File: src/rtl/multimode_led_counter_pkg.sv
// Shared encodings for the multimode LED counter: the MODE input values
// and the bounce direction flag.
package multimode_led_counter_pkg;

    localparam logic [1:0] MODE_UP     = 2'b00;
    localparam logic [1:0] MODE_DOWN   = 2'b01;
    localparam logic [1:0] MODE_GRAY   = 2'b10;
    localparam logic [1:0] MODE_BOUNCE = 2'b11;

    localparam logic DIR_UP   = 1'b0;
    localparam logic DIR_DOWN = 1'b1;

endpackage

File: src/rtl/multimode_led_counter_tick_prescaler.sv
// tick_prescaler: divides CLK down to a one-cycle STEP strobe every
// TICK_LIMIT enabled clocks. EN=0 holds the count. CLR restarts the period
// from zero. BTN is an asynchronous active-high reset.
module tick_prescaler #(
    parameter int TICK_LIMIT = 12_000_000
) (
    input  logic CLK,
    input  logic BTN,
    input  logic EN,
    input  logic CLR,
    output logic STEP
);

    localparam int CW = (TICK_LIMIT > 1) ? $clog2(TICK_LIMIT) : 1;
    localparam logic [CW-1:0] LAST = CW'(TICK_LIMIT - 1);

    logic [CW-1:0] cnt_q;
    logic [CW-1:0] cnt_d;
    logic          at_last;

    assign at_last = (cnt_q == LAST);

    // STEP is taken from the current count, so it coincides with the edge
    // on which the prescaler wraps back to zero.
    assign STEP = EN && at_last;

    // Next prescaler value: clear has priority, otherwise advance and wrap.
    always_comb begin
        cnt_d = cnt_q;
        if (CLR) begin
            cnt_d = '0;
        end else if (EN) begin
            cnt_d = at_last ? '0 : cnt_q + CW'(1);
        end
    end

    // Prescaler register with asynchronous reset.
    always_ff @(posedge CLK or posedge BTN) begin
        if (BTN) begin
            cnt_q <= '0;
        end else begin
            cnt_q <= cnt_d;
        end
    end

endmodule

File: src/rtl/multimode_led_counter.sv
// multimode_led_counter: WIDTH-bit LED counter that steps once every
// TICK_LIMIT clocks in binary up, binary down, Gray up or bounce mode, with
// enable, synchronous load and TICK/WRAP strobes.
// Optional PWM dimming is compiled in when MULTIMODE_LED_COUNTER_PWM_DIM_EN
// is defined; this adds the 4-bit DIM input.
module multimode_led_counter
    import multimode_led_counter_pkg::*;
#(
    parameter int WIDTH      = 8,
    parameter int TICK_LIMIT = 12_000_000
) (
    input  logic             CLK,
    input  logic             BTN,
    input  logic             EN,
    input  logic [1:0]       MODE,
    input  logic             LOAD,
    input  logic [WIDTH-1:0] LOAD_VAL,
`ifdef MULTIMODE_LED_COUNTER_PWM_DIM_EN
    input  logic [3:0]       DIM,
`endif
    output logic [WIDTH-1:0] LED_OUT,
    output logic             TICK,
    output logic             WRAP
);

    localparam logic [WIDTH-1:0] CNT_MAX = {WIDTH{1'b1}};
    localparam logic [WIDTH-1:0] ONE     = WIDTH'(1);

    logic             step;
    logic [WIDTH-1:0] count_q, count_d;
    logic             dir_q, dir_d;
    logic [WIDTH-1:0] led_q, led_d;
    logic             tick_q, tick_d;
    logic             wrap_q, wrap_d;
    logic [WIDTH-1:0] pattern_d;
    logic             pwm_on;

    // A load restarts the step period, so the first step after it lands
    // TICK_LIMIT enabled clocks later.
    tick_prescaler #(
        .TICK_LIMIT(TICK_LIMIT)
    ) u_prescaler (
        .CLK (CLK),
        .BTN (BTN),
        .EN  (EN),
        .CLR (LOAD),
        .STEP(step)
    );

`ifdef MULTIMODE_LED_COUNTER_PWM_DIM_EN
    logic [3:0] pwm_q, pwm_d;

    assign pwm_d  = pwm_q + 4'd1;
    assign pwm_on = (pwm_q < DIM);

    // Free-running PWM phase counter; DIM sets how many of the 16 phases are lit.
    always_ff @(posedge CLK or posedge BTN) begin
        if (BTN) begin
            pwm_q <= '0;
        end else begin
            pwm_q <= pwm_d;
        end
    end
`else
    assign pwm_on = 1'b1;
`endif

    // Next count, direction and strobes. A load wins over a coincident step,
    // and the direction is held at UP whenever bounce mode is not selected.
    always_comb begin
        count_d = count_q;
        dir_d   = dir_q;
        tick_d  = 1'b0;
        wrap_d  = 1'b0;
        if (LOAD) begin
            count_d = LOAD_VAL;
            dir_d   = (LOAD_VAL == CNT_MAX) ? DIR_DOWN : DIR_UP;
        end else if (step) begin
            tick_d = 1'b1;
            case (MODE)
                MODE_UP, MODE_GRAY: begin
                    count_d = count_q + ONE;
                    wrap_d  = (count_q == CNT_MAX);
                end
                MODE_DOWN: begin
                    count_d = count_q - ONE;
                    wrap_d  = (count_q == '0);
                end
                default: begin
                    if (dir_q == DIR_UP) begin
                        if (count_q == CNT_MAX) begin
                            count_d = count_q - ONE;
                            dir_d   = DIR_DOWN;
                            wrap_d  = 1'b1;
                        end else begin
                            count_d = count_q + ONE;
                        end
                    end else begin
                        if (count_q == '0) begin
                            count_d = ONE;
                            dir_d   = DIR_UP;
                            wrap_d  = 1'b1;
                        end else begin
                            count_d = count_q - ONE;
                        end
                    end
                end
            endcase
        end
        if (MODE != MODE_BOUNCE) begin
            dir_d = DIR_UP;
        end
    end

    // LED pattern is encoded from the next count every cycle, so a mode
    // change alone re-encodes the display on the following edge.
    always_comb begin
        pattern_d = (MODE == MODE_GRAY) ? (count_d ^ (count_d >> 1)) : count_d;
        led_d     = pattern_d & {WIDTH{pwm_on}};
    end

    // Counter state and registered outputs with asynchronous reset.
    always_ff @(posedge CLK or posedge BTN) begin
        if (BTN) begin
            count_q <= '0;
            dir_q   <= DIR_UP;
            led_q   <= '0;
            tick_q  <= 1'b0;
            wrap_q  <= 1'b0;
        end else begin
            count_q <= count_d;
            dir_q   <= dir_d;
            led_q   <= led_d;
            tick_q  <= tick_d;
            wrap_q  <= wrap_d;
        end
    end

    assign LED_OUT = led_q;
    assign TICK    = tick_q;
    assign WRAP    = wrap_q;

endmodule
File: config.mk
export PLATFORM = sky130hd
export DESIGN_NAME = multimode_led_counter
export DESIGN_NICKNAME = d
export VERILOG_FILES = /design/src/rtl/multimode_led_counter_pkg.sv /design/src/rtl/multimode_led_counter_tick_prescaler.sv /design/src/rtl/multimode_led_counter.sv
export SDC_FILE = /design/constraint.sdc
export NUM_CORES = 1
export LEC_CHECK = 0
export ABC_AREA = 1
export BUFFER_PORTS_ARGS = -buffer_cell sky130_fd_sc_hd__buf_2
export CORE_MARGIN = 8
export CORE_UTILIZATION = 55
export CTS_CLUSTER_SIZE = 16
export DETAILED_ROUTE_END_ITERATION = 8
export PLACE_DENSITY = 0.74
export SKIP_CTS_REPAIR_TIMING = 1
export SLEW_MARGIN = 0
export SYNTH_ARGS = -nofsm -noshare
export SYNTH_HDL_FRONTEND = slang
export SYNTH_HIERARCHICAL = 1
export SYNTH_SLANG_ARGS = --single-unit
File: constraint.sdc
create_clock -name CLK -period 2.3 [get_ports CLK]
set_clock_uncertainty 0.15 [all_clocks]
set_input_delay 0.345 -clock CLK [delete_from_list [all_inputs] [get_ports CLK]]
set_output_delay 0.345 -clock CLK [all_outputs]
set_load 0.02 [all_outputs]
==> impl_summary.log <==
[metrics] sequential cell fraction of total power: 0.503
[metrics] Global Route met3 Usage: 0.03676
[metrics] growth of design area from synthesis to finish: 11.49%
[metrics] clock transition at the registers of the reported paths: ~0.10 ns
[metrics] buffers plus inverters on the worst setup path: 6
[metrics] number of storage elements in the synthesis netlist: 42
[metrics] Antenna diodes: 0
[metrics] starting density of the core: 0.5747
[metrics] type of the worst min-delay path: input port to register
[metrics] Critical Path, Cell by Cell: ha_2 > nand3_2 > inv_2 > nand2_2 > inv_2 > nand3_4 > inv_2 > inv_1 > nor2_2 > inv_1 > nor2_2 > nand3_2 > nand2_2 > nand3_1 > nand2_1 > inv_1
[metrics] final setup vio count: 0
[metrics] count of boundary I/O pins: 24
[metrics] sequential cell area in the final layout: approximately 1100 um2
[metrics] post-route cell area: roughly 3300 um2
[metrics] max-slew violation total from the final report: 0
[metrics] clock group share of total power: 0.316
[metrics] I/O Buffers: 23
[metrics] endpoint class of the critical path: register
[metrics] CTS sink count: 42
[metrics] Rows: 26
[metrics] most common library cell in the layout ignoring fill and taps: sky130_fd_sc_hd__nand2_1
[metrics] routed via count: 2851
[metrics] hold-critical path depth: 3
[metrics] number of synthesis warnings: 6
[metrics] most used cells in the layout excluding fill and tap cells: sky130_fd_sc_hd__nand2_1, sky130_fd_sc_hd__nor2_1, sky130_fd_sc_hd__inv_1, sky130_fd_sc_hd__dfrtp_1, sky130_fd_sc_hd__nand3_1
[metrics] nets in the synthesized netlist: around 460
[metrics] Avg Synthesized Cell Area: between 6 and 7 um2
[metrics] Crit path arrival time: 2.16 ns
[metrics] Crit Reg-Reg Endpoint: LED_OUT[2]
[metrics] hold path endpoint: count_q[5]
[metrics] max-cap viol count: 0
[metrics] total power per unit cell area: between 400 and 500 nW/um2
[metrics] CP max FO: 5
[metrics] CTS tree: built
[metrics] critical path startpoint category: register
[metrics] final-stage net count: just under 500
[metrics] Avg WL per Cell: 13.07 um
[metrics] hold path start: LOAD_VAL[5]
[metrics] Residual DRC: 0
[metrics] post-route setup TNS: 0 ns
[metrics] DRT Pass-1 Iters: 4
[metrics] worst path required time: 2.36 ns
[metrics] violation count after the first detailed-routing iteration: 163
[metrics] final cell utilization of the core: 0.6408
[metrics] Clk Tree Root Cell: sky130_fd_sc_hd__clkbuf_8
[metrics] fraction of met2 tracks used by global routing: 0.3663
[metrics] Period Utilization, post-route: 0.9140
[metrics] number of buffers added by the clock tree synthesis step: 5
[metrics] total die area: roughly 8000 um2
[metrics] largest net degree at the start of global routing: 25
[metrics] crit-path max cell delay: 0.38 ns
[metrics] met1 Use GR: 0.2250
[metrics] routed wire length: 7.165 mm
[metrics] count of cell types in the netlist: 33
[metrics] area of the core region: 5172 um2
[metrics] worst slew slack as a fraction of its limit: 0.4952
[metrics] flop2flop setup slack: around 0.2 ns
[metrics] floorplan die width: 89.52 um
[metrics] Seq/Total Area, Yosys: 0.3535
[metrics] share of layout cells above drive strength 1: 0.1904
[metrics] clock latency of the later-clocked register in the worst-skew pair: roughly 0.31 ns
[metrics] Top delay family on crit path: simple AND/OR/NAND/NOR gates
[metrics] Tightest Pin Transition: 0.7563 ns
[metrics] RD Place Congestion: 1.009
[metrics] vias in the first global route: around 2800
[metrics] min cycle time layout: 2.102 ns
[metrics] final number of hold-violating endpoints: 0
[metrics] Mapped Cells: 445
[metrics] result of the run: completed
[metrics] footprint of the multi-input gates: between 1500 and 2000 um2
[metrics] clk buf depth: 2
[metrics] vertical die dimension: ~90 um
[metrics] global-route usage over all layers: 0.2040
[metrics] Reg2Reg Launch Point: u_prescaler/cnt_q[1]
[metrics] maximum VDD drop: 0.0003490 V
[metrics] vias per inst: about 5.2
[metrics] DRT antenna net count: 0
[metrics] DP Area: roughly 3200 um2
[metrics] H-tree levels: 2
[metrics] most used routing layer: met2
[metrics] static leakage: about 1.6 nW
[metrics] global route overflow: 0
[metrics] critical path class: register to register
[metrics] Cell Int Power: 1.081 mW
[metrics] wire length of the first global-routing pass: between 10 and 15 mm
[metrics] cell area after synthesis: 2973 um2
[metrics] fraction of power spent switching nets: 0.3201
[metrics] depth of the worst register-to-register path: 16
[metrics] achievable clock frequency: between 400 and 500 MHz
[metrics] antenna violations before repair: 0
[metrics] number of filler instances in the final layout: approximately 470
[metrics] post-detail-place hpwl: approximately 5.5 mm
[metrics] part of the power in combinational logic: 0.182
[metrics] P_sw: roughly 510 uW
[metrics] slowest cell on the critical path: sky130_fd_sc_hd__dfrtp_1
==> worst max path at each step <==
stage,start,endpoint,depth (start not counted)
detailed placement,u_prescaler/cnt_q[1],LED_OUT[2],16
global placement,u_prescaler/cnt_q[1],LED_OUT[2],16
finish,u_prescaler/cnt_q[1],LED_OUT[2],16
floorplan,u_prescaler/cnt_q[1],LED_OUT[2],16
global route,u_prescaler/cnt_q[8],LED_OUT[1],17
CTS,u_prescaler/cnt_q[1],LED_OUT[2],16
==> metrics by stage <==
step / power, mW / setup slack [ns] / instances / hold slack, ns
finish: 1.590 / 0.1978 / 548 / 0.2045
global placement: 1.091 / 0.1858 / 538 / 0.2600
CTS: 1.599 / 0.1017 / 546 / -0.06589
global route: 1.679 / -0.01092 / 548 / 0.2032
detailed placement: 1.099 / 0.1283 / 538 / 0.2679
floorplan: 1.017 / 0.2004 / 445 / 0.1336
==> area by class of cell <==
cell class,instances,area share
well taps,70,0.02643
clock inverters,3,0.007173
clock buffers,5,0.02076
inverters,62,0.07059
flip-flops and latches,42,0.3175
multi-input cells,332,0.4972
repair buffers,34,0.06040
==> flip-flops by register name (all words and copies together), names as in the netlist <==
name	cells
dir_q	1
WRAP	1
LED_OUT	7
count_q	8
u_prescaler/cnt_q	24
TICK	1
==> layer usage <==
layer / part of all wire / vias up
met2: 0.50 / 76
met5: 0 / -
met4: 0.033 / 0
met1: 0.43 / 1318
met3: 0.038 / 21
li1: - / 1436
==> power by group through the flow <==
| stage | sequential (mW) | clock (mW) | combinational, mW |
|---|---|---|---|
| 5_1_grt | 0.804 | 0.549 | 0.326 |
| 3_5_place_dp | 0.814 | 0 | 0.285 |
| 6_report | 0.800 | 0.502 | 0.289 |
| 4_1_cts | 0.799 | 0.513 | 0.287 |
| 3_3_place_gp | 0.811 | 0 | 0.280 |
| 2_1_floorplan | 0.818 | 0 | 0.200 |
==> cells in the mapped netlist (all sizes together) <==
library cell,number,area [um2]
ha,3,37.54
a22oi,4,30.03
nand2,150,605.6
o211ai,1,12.51
nor3,5,25.02
xor2,8,70.07
buf,7,58.80
o21bai,1,7.510
xnor2,8,70.07
nand3b,1,7.510
o21ai,10,50.04
a21oi,9,45.04
nand4,7,43.79
nand3,44,255.3
a21boi,1,7.510
clkinv,1,5.000
dfrtp,42,1051
and2,1,6.260
clkbuf,2,8.750
inv,61,229.0
a31oi,1,6.260
nor2,78,340.3
==> tightest hold or removal path, delay by kind of cell <==
kind | cells | cell delay [ns]
buf+inv | 1 | 0.10
simple gates | 1 | 0.09
compound gates | 1 | 0.08
==> kinds of logic (layout without fill, tap and decap cells) <==
family / after synthesis / count (layout) / synth area share
AND/OR/NAND/NOR: 286 / 286 / 0.4318
buffers and inverters: 71 / 104 / 0.1014
flip-flops: 42 / 42 / 0.3535
AO/OA/AOI/OAI: 27 / 27 / 0.05345
XOR/XNOR: 16 / 16 / 0.04714
adder cells (fa/ha/maj): 3 / 3 / 0.01263
Power figures use the tool's default switching activity.
